File: src/rtl/modmul_wb_arb.sv
// Writeback arbiter: multiplier results always win, adder results queue in a FIFO; write port is registered (1 cycle).
// Backpressure: ma_stall raises at DEPTH-1 entries; the multiplier stream is never stalled.
`ifndef WORDSZ
`define WORDSZ 32
`endif
`ifndef RFSZLOG2
`define RFSZLOG2 5
`endif

module modmul_wb_arb #(
    parameter int WIDTH = `WORDSZ,
    parameter int AW    = `RFSZLOG2,
    parameter int DEPTH = 4
) (
    input  logic                     clk,
    input  logic                     rst_n,
    input  logic [AW-1:0]            mm_rn,
    input  logic [WIDTH-1:0]         mm_res,
    input  logic [AW-1:0]            ma_rn,
    input  logic [WIDTH-1:0]         ma_res,
    output logic                     wr_en,
    output logic [AW-1:0]            wr_addr,
    output logic [WIDTH-1:0]         wr_data,
    output logic                     ma_stall,
    output logic                     ovf_err,
    output logic [$clog2(DEPTH):0]   fifo_cnt
);

    localparam int PW = $clog2(DEPTH);
    localparam int CW = PW + 1;

    typedef struct packed {
        logic [AW-1:0]    rn;
        logic [WIDTH-1:0] res;
    } ent_t;

    ent_t           mem [DEPTH];
    logic [PW-1:0]  rd_ptr;
    logic [PW-1:0]  wr_ptr;

    logic mm_v, ma_v, empty, full;
    logic pop, push, drop, do_push;
    ent_t head;

    assign mm_v  = (mm_rn != '0);
    assign ma_v  = (ma_rn != '0);
    assign empty = (fifo_cnt == '0);
    assign full  = (fifo_cnt == CW'(DEPTH));
    assign head  = mem[rd_ptr];

    // Adder results only enter the FIFO when they cannot go straight to the port.
    assign pop     = !mm_v && !empty;
    assign push    = ma_v && (mm_v || !empty);
    assign drop    = push && full && !pop;
    assign do_push = push && !drop;

    assign ma_stall = (fifo_cnt >= CW'(DEPTH - 1));

    always_ff @(posedge clk) begin
        if (do_push) begin
            mem[wr_ptr] <= '{rn: ma_rn, res: ma_res};
        end
    end

    always_ff @(posedge clk or negedge rst_n) begin
        if (!rst_n) begin
            wr_en    <= 1'b0;
            wr_addr  <= '0;
            wr_data  <= '0;
            ovf_err  <= 1'b0;
            fifo_cnt <= '0;
            rd_ptr   <= '0;
            wr_ptr   <= '0;
        end else begin
            wr_en <= 1'b0;
            if (mm_v) begin
                wr_en   <= 1'b1;
                wr_addr <= mm_rn;
                wr_data <= mm_res;
            end else if (pop) begin
                wr_en   <= 1'b1;
                wr_addr <= head.rn;
                wr_data <= head.res;
            end else if (ma_v) begin
                wr_en   <= 1'b1;
                wr_addr <= ma_rn;
                wr_data <= ma_res;
            end

            if (pop)     rd_ptr <= rd_ptr + PW'(1);
            if (do_push) wr_ptr <= wr_ptr + PW'(1);
            if (drop)    ovf_err <= 1'b1;

            case ({do_push, pop})
                2'b10:   fifo_cnt <= fifo_cnt + CW'(1);
                2'b01:   fifo_cnt <= fifo_cnt - CW'(1);
                default: fifo_cnt <= fifo_cnt;
            endcase
        end
    end

endmodule

File: config.mk
export PLATFORM = sky130hd
export DESIGN_NAME = modmul_wb_arb
export DESIGN_NICKNAME = d
export VERILOG_FILES = /design/src/rtl/modmul_wb_arb.sv
export SDC_FILE = /design/constraint.sdc
export NUM_CORES = 1
export LEC_CHECK = 0
export CAP_MARGIN = 15
export CORE_ASPECT_RATIO = 1.25
export CORE_UTILIZATION = 35
export DETAILED_ROUTE_END_ITERATION = 10
export DONT_BUFFER_PORTS = 1
export PLACE_DENSITY = 0.52
export RECOVER_POWER = 100
export SYNTH_ARGS = -nofsm -noshare
export SYNTH_HDL_FRONTEND = slang
export SYNTH_SLANG_ARGS = --single-unit
File: constraint.sdc
create_clock -name clk -period 4.95 [get_ports clk]
set_clock_uncertainty 0.15 [all_clocks]
set_input_delay 1.485 -clock clk [delete_from_list [all_inputs] [get_ports clk]]
set_output_delay 1.485 -clock clk [all_outputs]
set_load 0.1 [all_outputs]
==> results of run 1 <==
placed cells by master, fill, tap and decap left out, drive strengths merged:
master,count
o22a,5
and3,1
bufinv,2
nor2,9
nand2,98
clkinv,6
clkinvlp,1
o21ai,67
nor2b,1
fa,1
mux4,37
xnor2,6
mux2,1
buf,14
nand3,36
a31o,1
ha,4
clkbuf,23
nor3,13
inv,6
a22oi,1
a21o,1
or3,1
a21oi,1
o211ai,1
and2,5
or4,2
a31oi,1
dfrtp,46
edfxtp,148
metrics by stage:
| step | setup WS [ns] | hold slack [ns] |
|---|---|---|
| 3_5_place_dp | 1.07 | 0.429 |
| 5_1_grt | 0.691 | 0.474 |
| 6_report | 0.904 | 0.447 |
| 3_3_place_gp | 1.09 | 0.402 |
| 2_1_floorplan | 1.14 | 0.384 |
| 4_1_cts | 1.46 | 0.443 |
kinds of logic after synthesis:
kind of cell,synth area share [%]
adders and majority gates,0.885
buffers and inverters,2.67
and+or+nand+nor,9.13
AOI/OAI and AO/OA,5.32
DFF,70.7
muxes,10.7
xor gates and xnor gates,0.664
state kept, by name, indices dropped and copies added, names as in the netlist:
name	flops
mem	148
wr_data	32
wr_addr	5
fifo_cnt	3
rd_ptr	2
wr_ptr	2
ovf_err	1
wr_en	1
critical path: cells and delay by family:
kind / cells / cell delay (ns)
AOI/OAI and AO/OA: 1 / 0.27
buffers and inverters: 1 / 0.39
and+or+nand+nor: 3 / 1.90
cells in the mapped netlist:
cell type	number	area [µm²]
a21o_1	1	7.51
a21oi_1	1	5.00
a22oi_1	1	7.51
a31o_2	1	8.76
a31oi_1	1	6.26
and2_1	5	31.3
and3_1	1	6.26
buf_1	3	11.3
buf_2	12	60.1
buf_4	3	22.5
buf_6	5	56.3
clkbuf_1	10	37.5
clkbuf_2	1	5.00
dfrtp_1	46	1150
edfxtp_1	148	4440
fa_1	1	20.0
ha_1	4	50.1
inv_1	4	15.0
inv_2	1	3.75
mux2_2	1	11.3
mux4_2	37	833
nand2_1	98	368
nand3_1	36	180
nor2_1	8	30.0
nor2_4	1	11.3
nor2b_1	1	6.26
nor3_1	13	65.1
o211ai_1	1	7.51
o21ai_0	64	320
o21ai_1	3	15.0
o22a_1	5	43.8
or3_1	1	6.26
or4_1	1	7.51
or4_4	1	11.3
xnor2_1	6	52.6
layout make-up:
cell class | instances | share of cell area [%]
clock buffer | 22 | 5.04
timing repair buffer | 15 | 1.95
tap | 283 | 4.02
clock inverter | 10 | 1.26
multi-input combinational | 293 | 24.0
sequential | 194 | 63.6
inverter | 5 | 0.213
metal layers:
| metal | share of wire (%) | vias to the layer above | track usage, % |
|---|---|---|---|
| met5 | 0.058 | - | 0 |
| met4 | 1.2 | 2 | 5.22 |
| met3 | 4.2 | 13 | 3.90 |
| met2 | 54 | 87 | 28.6 |
| met1 | 40 | 2201 | 18.5 |
| li1 | - | 1967 | - |
report_power, final:
group          switching (mW)  internal (mW)  leakage [nW]
logic                   0.888          0.620         0.720
registers               0.378           2.30          1.90
clock network           0.570          0.743         0.268
total                    1.84           3.66          2.89
worst max-delay path by stage:
stage	start	to	slack [ns]	cells after the start
3_3_place_gp	ma_rn[1]	fifo_cnt[2]$_DFFE_PN0P_	1.09	7
4_1_cts	fifo_cnt[1]$_DFFE_PN0P_	ma_stall	1.46	2
5_1_grt	mm_rn[2]	wr_data[29]$_DFFE_PN0P_	0.69	6
6_report	ma_rn[1]	mem[3][28]$_DFFE_PP_	0.90	5
3_5_place_dp	ma_rn[1]	fifo_cnt[2]$_DFFE_PN0P_	1.07	7
2_1_floorplan	ma_rn[1]	fifo_cnt[2]$_DFFE_PN0P_	1.14	8
==> impl_metrics.tcl, run 1 <==
set metrics [dict create \
    status "finished, violations left" \
    violations "max-capacitance violations, max-slew violations" \
    post_synth.cell_area_avg_um2 15.1 \
    power_mw 5.49 \
    grt_first_pass_wirelength_um 27000 \
    stdcell_count 822 \
    insertion_delay_ns 0.42 \
    drive_gt1_share_pct 15.8 \
    ctsResizeCount 0 \
    hold_path.class "reg2reg" \
    die_area_um2 23200 \
    synth_warnings 0 \
    clk_path_buf_depth 2 \
    post-route-cell-area_um2 8810 \
    grt_pass1_vias 4661 \
    required_ns 4.96 \
    gp_congestion 0.717 \
    rows 61 \
    max_stage_delay_ns 0.72 \
    syn_area_um2 7920 \
    min-delay-start "wr_ptr[1]$_DFFE_PN0P_" \
    ff2ff_setup_slack_ns 2.02 \
    crit_chain "or4_1 -> nor2_1 -> a21oi_1 -> and2_0 -> buf_12" \
    reg2reg_from "fifo_cnt[2]$_DFFE_PN0P_" \
    regArea_um2 5600 \
    wl_um 17300 \
    max_freq_mhz 247 \
    finalCritPeriodShare_pct 81.7 \
    netlist_instances 526 \
    drtAntennaViolNets 0 \
    ys_ff_latch 194 \
    fillers 2038 \
    crit_fanout 25 \
    finalSetupTns_ns 0 \
    cts.sinks 194 \
    rsz0062_at_grt "false" \
    cts_made_buffers 17 \
    synth_cell_types 35 \
    hold_depth 1 \
    diodes 0 \
    fin_crit_ns 4.05 \
    grt_use_total_pct 16.0 \
    end_kind "flop" \
    reg2regPathDepth 5 \
    holdPathEnd "wr_ptr[1]$_DFFE_PN0P_" \
    first_pass_iters 4 \
    chipWidth_um 137 \
    port_buffers 0 \
    power_density_nw_per_um2 624 \
    grt_max_degree 47 \
    placed_area_um2 8250 \
    initial_core_util_pct 35.7 \
    tightest_slew_ns 1.58 \
    drt_iter0_markers 272 \
    arrival_ns 4.06 \
    dp_cells 789 \
    ir_drop_mv 0.279 \
    r2r-end "mem[3][28]$_DFFE_PP_" \
    core-area_um2 22200 \
    routed_via_density 5.19 \
    setup_viol 0 \
    areaGrowthSynthToFinish_pct 11.2 \
    ys_seq_area_share_pct 70.7 \
    die_h_um 170 \
    h-tree-depth 4 \
    final-max-slew-violation-count 35 \
    io_pins 119 \
    dr_total_vias 4270 \
    wire_per_inst_um 21.1 \
    multiInputGateArea_um2 2110 \
    startpoint_type "input port" \
    syn_nets 607 \
    fin_util_pct 39.7 \
    fin_nets 607 \
    post-cts-setup-buffers 0 \
    cp_slowest_cell "nor2_1" \
    cts_tree "built" \
    p_leak_nw 2.89 \
    hold_buffers 0 \
    maxCapViolCount 1 \
    hold_viol 0 \
    cts-root-buf "clkbuf_16" \
    antenna_found_initial 1 \
    grt_overflow 0 \
    clk_pin_slew_ns 0.06 \
    crit_type "in2reg" \
    drc_errors 0 \
    dp_hpwl_um 10900 \
    slew_headroom_pct -5.63 \
]
(Power assumes the default switching activity.)
==> run 2: changes to the inputs <==
- PLACE_DENSITY: 0.52 -> 0.54
- clock period: 4.95 -> 3.37 ns (I/O delays scaled with it)
==> run 2 against run 1 <==
Effect of this change: the flow now finishes without violations; die area unchanged; non-clock buffer count grew 8; via count down 0.33%; sequential power rose by 45%; first-iteration DRC count down 4.0%; highest routed layer unchanged; combinational power up 54%; clock power is 44% higher; critical path type is now reg2out; sequential share of layout area shrank 0.63 points; worst hold slack worse by 0.32 ns; routed wire length is 0.58% lower; worst setup slack lost 0.55 ns; clock-buffer cell count is 4 lower.
==> impl_metrics.tcl, run 2 (synthesis results as in run 1) <==
set metrics [dict create \
    power_frac_comb_pct 28.8 \
    grt_first_pass_wirelength_um 26700 \
    multiInputGateArea_um2 2110 \
    intPower_mw 5.31 \
    clk_pin_slew_ns 0.07 \
    crit_chain "clkbuf_2 -> a21o_1 -> buf_4" \
    max_freq_mhz 332 \
    fin_crit_ns 3.01 \
    hold_path.class "in2async" \
    p_switching_mw 2.77 \
    crit_fanout 6 \
    grt_pass1_vias 4591 \
    io_pins 119 \
    timing.hold.ws_ns 0.123 \
    ir_drop_mv 0.356 \
    fillers 2041 \
    tightest_slew_ns 0.950 \
    gp_congestion 0.725 \
    areaGrowthSynthToFinish_pct 12.3 \
    hold_viol 0 \
    crit_type "reg2out" \
    post-cts-setup-buffers 0 \
    cts-root-buf "clkbuf_16" \
    largest_reg_flops 148 \
    drive_gt1_share_pct 17.6 \
    first_pass_iters 4 \
    die_area_um2 23200 \
    pwr-share-seq_pct 47.8 \
    core-area_um2 22200 \
    max_stage_delay_ns 0.55 \
    final-max-slew-violation-count 0 \
    clkPwrFrac_pct 23.3 \
    antenna_found_initial 1 \
    wl_um 17200 \
    grt_use_total_pct 15.9 \
    pre_cts_ws_ns 0.238 \
    hold_buffers 0 \
    regArea_um2 5600 \
    dp_hpwl_um 11100 \
    grt_max_degree 74 \
    placed_area_um2 8380 \
    setup_viol 0 \
    critPathBufInv 2 \
    end_kind "output pin" \
    p_leak_nw 2.93 \
    dr_total_vias 4256 \
    final_common_cell "edfxtp_1" \
    arrival_ns 1.85 \
    h-tree-depth 4 \
    grt_overflow 0 \
    cp_slowest_cell "clkbuf_2" \
    drt_iter0_markers 261 \
    rsz0062_at_grt "false" \
    diodes 0 \
    post-route-cell-area_um2 8900 \
    finalSetupTns_ns 0 \
    slew_headroom_pct 36.6 \
    routed_via_density 5.13 \
    wire_per_inst_um 20.8 \
    fin_nets 615 \
    final_cell_mix "edfxtp_1, nand2_1, o21ai_0" \
    rows 61 \
    insertion_delay_ns 0.42 \
    cts.sinks 194 \
    drtAntennaViolNets 0 \
    worst_slack_ns 0.356 \
    top_regs "mem: 148 flops, wr_data: 32 flops, wr_addr: 5 flops" \
    drc_errors 0 \
    startpoint_type "flop" \
    chipWidth_um 137 \
    swShare_pct 34.3 \
    maxCapViolCount 0 \
    required_ns 2.21 \
    power_density_nw_per_um2 909 \
    die_h_um 170 \
    port_buffers 0 \
    status "finished clean" \
    clk_path_buf_depth 2 \
    ctsResizeCount 0 \
    cts_tree "built" \
    initial_core_util_pct 35.7 \
    regMostFlops "mem" \
    critical-path-top-delay-family "buffers and inverters" \
    cts_made_buffers 17 \
    finalCritPeriodShare_pct 89.4 \
]
[run 2: power by group through the flow]
stage	combinational, mW	sequential [mW]	clock [mW]
detailed placement	2.44	3.93	0
floorplan	1.59	3.93	0
CTS	2.44	3.88	1.95
finish	2.33	3.87	1.89
global route	2.57	3.94	2.04
global placement	2.42	3.88	0
[run 2: routing by layer]
layer | global-route usage [%] | share of wire [%] | up-vias
li1 | - | - | 1988
met1 | 18.4 | 40 | 2170
met2 | 28.7 | 54 | 83
met3 | 3.90 | 4.3 | 13
met4 | 4.73 | 1.0 | 2
met5 | 0 | 0.058 | -
[run 2: worst paths after layout]
check                                         from                      end  slack, ns  cells past startpoint
hold / removal                               rst_n   wr_data[4]$_DFFE_PN0P_       0.12                      0
min in group clk           fifo_cnt[1]$_DFFE_PN0P_  fifo_cnt[0]$_DFFE_PN0P_       0.43                      2
setup reg to reg           fifo_cnt[0]$_DFFE_PN0P_   wr_addr[2]$_DFFE_PN0P_       0.45                      6
setup / recovery           fifo_cnt[2]$_DFFE_PN0P_                 ma_stall       0.36                      3
max in group asynchronous                    rst_n  wr_data[23]$_DFFE_PN0P_       2.84                      0
hold reg to reg            fifo_cnt[1]$_DFFE_PN0P_  fifo_cnt[0]$_DFFE_PN0P_       0.43                      2
[run 2: metrics by stage]
| stage | std cells | utilization [%] | power, mW |
|---|---|---|---|
| floorplan | 526 | - | 5.52 |
| global placement | 798 | 37.7 | 6.30 |
| detailed placement | 798 | 37.7 | 6.37 |
| CTS | 830 | 40.2 | 8.28 |
| global route | 830 | 40.1 | 8.55 |
| finish | 830 | 40.1 | 8.08 |
[run 2: cell type report]
class / instances / area share (%)
well taps: 283 / 3.98
inverters: 5 / 0.211
flip-flops and latches: 194 / 62.9
clock buffers: 18 / 4.82
repair buffers: 23 / 3.04
clock inverters: 14 / 1.32
multi-input cells: 293 / 23.7
==> run 3: changes to the inputs <==
- CORE_ASPECT_RATIO: 1.25 -> 1.2
- CTS_CLUSTER_SIZE: unset -> 14
==> run 3 against run 2 <==
Effect of this change: die area about the same; worst hold slack worse by 0.0059 ns; sequential share of layout area down 0.83 points; cell area up 1.3%; sequential power about the same; clock power up 18%; clock-buffer cell count up 1; routed wire length up 2.3%; register-to-register slack better by 0.20 ns; fmax up 0.76%; critical path depth unchanged; global-route usage about the same; largest power group unchanged.
==> impl_metrics.tcl, run 3 (synthesis results as in run 1) <==
set metrics [dict create \
    status "finished clean" \
    startpoint_type "flop" \
    grt_overflow 0 \
    gp_congestion 0.699 \
    rows 59 \
    tightest_slew_ns 0.965 \
    finalCritPeriodShare_pct 88.8 \
    stdcell_count 826 \
    arrival_ns 1.83 \
    drt_iter0_markers 233 \
    crit_type "reg2out" \
    cts-root-buf "clkbuf_16" \
    io_pins 119 \
    fin_crit_ns 2.99 \
    chipWidth_um 139 \
    die_h_um 167 \
    final_common_cell "edfxtp_1" \
    end_kind "output pin" \
    power_mw 8.47 \
    rsz0062_at_grt "false" \
    r2r-end "mem[3][10]$_DFFE_PP_" \
    regMostFlops "mem" \
    p_leak_nw 3.01 \
    dr_total_vias 4350 \
    reg2reg_from "fifo_cnt[2]$_DFFE_PN0P_" \
    power_density_nw_per_um2 940 \
    timing.hold.ws_ns 0.117 \
    hold_viol 0 \
    finalSetupTns_ns 0 \
    post-cts-setup-buffers 0 \
    diodes 0 \
    dp_hpwl_um 11100 \
    insertion_delay_ns 0.43 \
    die_area_um2 23200 \
    largest_reg_flops 148 \
    routed_via_density 5.27 \
    antenna_found_initial 0 \
    grt_max_degree 47 \
    grt_first_pass_wirelength_um 27300 \
    crit_fanout 6 \
    wire_per_inst_um 21.3 \
    clk_pin_slew_ns 0.07 \
    hold_path.class "in2async" \
    final_cell_mix "edfxtp_1, nand2_1, o21ai_0" \
    required_ns 2.21 \
    areaGrowthSynthToFinish_pct 13.8 \
    reg2regPathDepth 6 \
    grt_use_total_pct 15.9 \
    ir_drop_mv 0.376 \
    wl_um 17600 \
    final-max-slew-violation-count 0 \
    cts_tree "built" \
    fin_util_pct 41.1 \
    ctsResizeCount 0 \
    drc_errors 0 \
    grt_pass1_vias 4585 \
    slew_headroom_pct 35.6 \
    cts_made_buffers 17 \
    ff2ff_setup_slack_ns 0.65 \
    clk_path_buf_depth 2 \
    maxCapViolCount 0 \
    max_freq_mhz 334 \
    h-tree-depth 4 \
    first_pass_iters 4 \
    drtAntennaViolNets 0 \
    cts.sinks 194 \
    dp_cells 794 \
    fin_nets 620 \
    initial_core_util_pct 36.1 \
    hold_buffers 0 \
    setup_viol 0 \
    drive_gt1_share_pct 17.9 \
    port_buffers 0 \
    top_regs "mem: 148 flops, wr_data: 32 flops, wr_addr: 5 flops" \
    core-area_um2 21900 \
]
==> run 3: changes by cell type in the layout (fill, tap and decap cells not counted), moves of 2 or more <==
cell	change
clkinv_1	+2
inv_8	-2
inv_6	-4
buf_4	+7
bufinv_16	+5
clkinvlp_4	-2
==> run 3: how the worst max path moves through the flow <==
stage	slack (ns)	depth (start not counted)	startpoint	end
detailed placement	0.19	7	mm_rn[2]	fifo_cnt[1]$_DFFE_PN0P_
CTS	0.52	3	fifo_cnt[1]$_DFFE_PN0P_	ma_stall
floorplan	0.03	8	ma_rn[1]	fifo_cnt[2]$_DFFE_PN0P_
finish	0.38	3	fifo_cnt[1]$_DFFE_PN0P_	ma_stall
global placement	0.16	7	ma_rn[1]	fifo_cnt[2]$_DFFE_PN0P_
global route	0.24	7	ma_rn[1]	mem[1][19]$_DFFE_PP_
==> run 3: cell type report <==
cell class,count,area [µm²]
fill,2007,12900
sequential,194,5600
multi-input combinational,293,2110
clock buffer,19,443
tap,274,343
timing repair buffer,28,298
clock inverter,13,206
inverter,5,18.8
==> run 3: layer usage <==
layer  vias to the layer above  GRT usage (%)  wire length [µm]
li1                       1988              -                 -
met1                      2230           19.8              7480
met2                       115           26.9              9000
met3                        17           4.14               904
met4                         0           5.02               251
met5                         -              0                 0
==> run 3: report_power, final <==
group	internal [mW]	switching, mW
clock	1.34	0.889
combinational	0.986	1.37
sequential	3.36	0.525
==> run 3: stage by stage <==
step,setup WS [ns],area (µm²)
after global routing,0.243,9010
after global placement,0.162,8400
after floorplan,0.0331,7920
after detailed placement,0.190,8400
after CTS,0.515,9040
final,0.379,9010
==> run 3: critical path: stages (launching register included) <==
cell	delay [ns]
dfrtp_1	0.45
buf_4	0.34
a21o_1	0.16
clkbuf_2	0.44
==> RTL change 1: new RTL, settings of run 2 <==
`DEPTH`: 4 -> 8.
--- a/src/rtl/modmul_wb_arb.sv
+++ b/src/rtl/modmul_wb_arb.sv
@@ -11,5 +11,5 @@
     parameter int WIDTH = `WORDSZ,
     parameter int AW    = `RFSZLOG2,
-    parameter int DEPTH = 4
+    parameter int DEPTH = 8
 ) (
     input  logic                     clk,
Interface: changed (resized fifo_cnt); port bits go from 119 to 120. No check against the original RTL was run, so the function may have changed too.
==> RTL change 1 against run 2 <==
Non-clock buffer count increased by 26. Global-route usage rose by 0.44 points. Maximum frequency down 3.4%. Synthesized area increased by 74%. Clock power rose by 98%. Sequential cell count is 151 higher. Power is 71% higher. Sequential share of layout area grew 1.1 points. Setup slack got worse by 110 ps. Sequential power is 68% higher. Final area is 78% higher. Wire length increased by 87%. The run now ends with DRC left. Utilization rose by 1.1 points.
==> RTL change 1: results (changes against run 2) <==
* Multi-In Gates: 422 (+44%)
* Critical Path Max Stage Delay: 510 ps (-40 ps)
- The number of clock sinks is 345 (+78%).
- The run finished, with violations left.
- The worst setup slack before clock tree synthesis is 77.0 ps (-161 ps).
* Area growth from synthesis to final layout: 14.9%
- The largest registers in the layout are mem x296, wr_data x32, wr_addr x5.
- The clock network area share came to 0.0705 (+0.00904).
- Highest fanout seen on the critical path: 5 (-1)
- Biggest area contributors in the synthesized netlist: edfxtp_1 65%, dfrtp_1 8.9%, mux2i_1 5.2%, mux4_2 4.7%, a211oi_1 2.2%
* Violated checks: DRC
- The post-layout instance area is 0.0158 sq mm (+78%).
- The final wirelength came to 32,200 microns (+87%).
- The number of distinct library cells after synthesis is 45 (+29%).
- The largest net degree at the start of global routing is 50 (-32%).
- Worst reg2reg path depth: 8 (+2)
- The number of synthesized flops with an enable pin was 296 (+100%).
* Mapped Cells: 825 (+57%)
- The buffer depth of the longest clock path was 3 (+1).
- Transition time of the tightest slew-check pin: 998 ps (+47.6 ps)
- Fraction of cell area in non-clock buffers: 0.0333 (+0.00293)
- The number of inserted filler cells in the final layout is 3,509 (+72%).
- Number of design rule violations left after detail routing: 2 (+2)
* Cells after DPL: 1,312 (+64%)
* Post-layout net count: 940 (+53%)
- The number of antenna violations at the first check in global routing is 0 (-1).
* Placement Cell Area: 0.0148 sq mm (+77%)
- Total clock buffers created by CTS: 37 (+20)
- Worst endpoint data arrival time: 1960 ps (+110 ps)
* Storage cell area: 0.0101 sq mm (+81%)
- The wire length of the first global-routing pass was 48,500 microns (+82%).
* Number of design-rule violations left by the first detailed-router iteration: 519 (+99%)
==> RTL change 1: cell count changes after synthesis, sizes merged, moves of 19 or more <==
cell	before	now
a22oi	1	25
a211oi	0	41
nand2	98	40
nor2b	1	22
mux2i	0	71
nand3	36	2
a221oi	0	20
clkbuf	11	30
edfxtp	148	296
==> RTL change 1: path summary, 6_finish.rpt <==
path | from | end | slack, ps
setup reg to reg | fifo_cnt[2]$_DFFE_PN0P_ | mem[1][10]$_DFFE_PP_ | 340
min in group clk | fifo_cnt[3]$_DFFE_PN0P_ | fifo_cnt[3]$_DFFE_PN0P_ | 430
hold reg to reg | fifo_cnt[3]$_DFFE_PN0P_ | fifo_cnt[3]$_DFFE_PN0P_ | 430
hold / removal | rst_n | fifo_cnt[3]$_DFFE_PN0P_ | 40
setup / recovery | fifo_cnt[1]$_DFFE_PN0P_ | ma_stall | 250
max in group asynchronous | rst_n | rd_ptr[0]$_DFFE_PN0N_ | 2900
==> RTL change 1: power by group <==
part           internal [uW]  switching, uW
logic                   1420           2140
registers               5800            713
clock network           2160           1580
total                   9380           4440
==> RTL change 1: metal layers <==
metal | GRT usage | routed length (microns) | vias to the layer above
li1 | - | - | 3359
met1 | 0.195 | 12700 | 3859
met2 | 0.301 | 17700 | 156
met3 | 0.0277 | 1250 | 40
met4 | 0.0401 | 505 | 0
met5 | 0 | 0 | -
==> RTL change 1: logic make-up after synthesis <==
family          count (synthesis)  share of synthesized area
compound gates                185                     0.0909
xor+xnor                        6                    0.00382
fa+ha+maj                       5                    0.00509
buf+inv                        58                     0.0184
flops                         345                      0.735
mux                           103                      0.102
simple gates                  123                     0.0455
==> RTL change 1: critical path, delay by kind of cell (launching register included) <==
kind	cells	cell delay (ps)
AO/OA/AOI/OAI	1	240
flip-flops	1	420
buffers and inverters	2	790
==> RTL change 2: new RTL, settings of run 2 <==
Made on the original files. Make the reset (`rst_n`) synchronous in one clocked block.
--- a/src/rtl/modmul_wb_arb.sv
+++ b/src/rtl/modmul_wb_arb.sv
@@ -63,5 +63,5 @@
     end
 
-    always_ff @(posedge clk or negedge rst_n) begin
+    always_ff @(posedge clk) begin
         if (!rst_n) begin
             wr_en    <= 1'b0;
Formal check against the unedited RTL: differs if rst_n is asserted again (counterexample within 4 cycles, from zero or initial values and one cycle with rst_n low); with rst_n held inactive, the same outputs for 4 cycles.
==> RTL change 2 against run 2 <==
Die area is 1.8% lower. Maximum frequency up 1.4%. Synthesized area shrank 1.9%. Global-route usage rose by 0.10 points. Wire length up 1.4%. Final area shrank 1.7%. Setup slack better by 41 ps. Sequential cell count is 2 higher. Critical path type unchanged. Critical endpoint unchanged.
Power is not compared: it rests on default switching activity, and its combinational part moved more than twofold at a synthesized area within 25%.
==> RTL change 2: results (changes against run 2) <==
* Total of fill cells in the finished design: 1,988 (-2.6%)
- The setup slack of the worst register-to-register path came to 480 ps (+30 ps).
- The number of distinct library cells after synthesis was 40 (+14%).
- Overall routed net length: 17,500 microns (+1.4%)
- GR met1 Demand/Resource: 0.202 (+0.0181)
* Routability congestion estimate from global placement: 0.727 (+0.18%)
- Final hold slack: 364 ps (+241 ps)
- The min-delay analysis places its worst path in the category reg -> reg.
- The post-layout minimum cycle time is 2970 ps (-41.0 ps).
- Largest net degree at the start of global routing: 52 (-30%)
- The overall global routing resource usage came to 0.160 (+0.00102).
- GR Layer Usage met2: 0.262 (-0.0249)
* Drt pass-1 iters: 5 (+1)
* Register bit total from synthesis: 196 (+1.0%)
- The via count of the first global-routing pass was 4,483 (-2.4%).
- Worst rel slew slack: 0.189 (-0.178)
- The wire length of the first global-routing pass was 26,600 microns (-0.28%).
- Clock-cell share: 0.0670 (+0.00553)
* Combined area of the multi-input logic cells: 0.00217 sq mm (+2.7%)
- Post-synth net total: 558 (-8.1%)
* Highest fanout seen on the critical path: 5 (-1)
* Half-perimeter wire length of the detailed placement result: 10,700 microns (-3.5%)
- Multi-In Gates: 239 (-18%)
- Via density per instance: 5.57 (+8.7%)
- Status: completed
* Worst reg2reg endpoint: wr_data[25]$_SDFFE_PN0P_
- Share of cells above drive strength 1: 0.208 (+0.0322)
- The wire length the detailed router placed on met1 was 7210 microns (+4.3%).
* Worst endpoint data arrival time: 1810 ps (-40 ps)
- The number of non-clock buffers is 25 (+8.7%).
- Number of design-rule violations left by the first detailed-router iteration: 324 (+24%)
- The worst setup slack before clock tree synthesis was 133 ps (-105 ps).
- The number of inverters outside the clock class in the layout came to 4 (-1).
- Number of antenna violations at the first check in global routing: 0 (-1)
* Met3 layer wire length in the routed design: 1080 microns (+44%)
- The most critical setup path has its startpoint at fifo_cnt[1]$_SDFFE_PN0P_.
- Biggest area contributors in the synthesized netlist: edfxtp_1 57%, dfxtp_1 12%, mux4_2 11%, o221ai_1 3.6%, or3_1 2.7%
* Most frequent cells after synthesis: 148 x edfxtp_1, 48 x dfxtp_1, 37 x mux4_2
* Sequential cell area fraction in the yosys report: 0.696 (-0.0110)
* Storage cell area: 0.00541 sq mm (-3.4%)
* Amount of wire on met2 after detailed routing: 8870 microns (-5.5%)
- The worst reg2reg path depth is 7 (+1).
- Count of clock buffers in the final design: 21 (+3)
- The met3 usage came to 0.0392 (+0.000210).
## RTL change 2: cell types whose count changed after synthesis, moves of 5 or more
cell	delta
or3_1	+32
o22a_1	-5
dfrtp_1	-46
nand2_1	-90
dfxtp_1	+48
nand3_1	-34
o221a_1	+5
o31ai_1	+5
clkbuf_1	+12
nor3_1	-12
o21ai_0	-30
o221ai_1	+32
nor2_1	+5
a21oi_1	+31
## RTL change 2: cells by family after synthesis
family,after synthesis,synth area share
flops,196,0.696
buf+inv,42,0.0259
xor+xnor,2,0.00225
fa+ha+maj,5,0.00902
compound gates,117,0.0997
mux,39,0.110
simple gates,76,0.0578
## RTL change 2: per-stage QoR
stage          instances  instance area (sq um)   util  total power, uW
3_5_place_dp         743                   8200  0.379             3860
5_1_grt              775                   8740  0.404             6030
6_report             775                   8740  0.404             5800
4_1_cts              775                   8780  0.406             5870
3_3_place_gp         743                   8200  0.379             3840
2_1_floorplan        477                   7780      -             3610
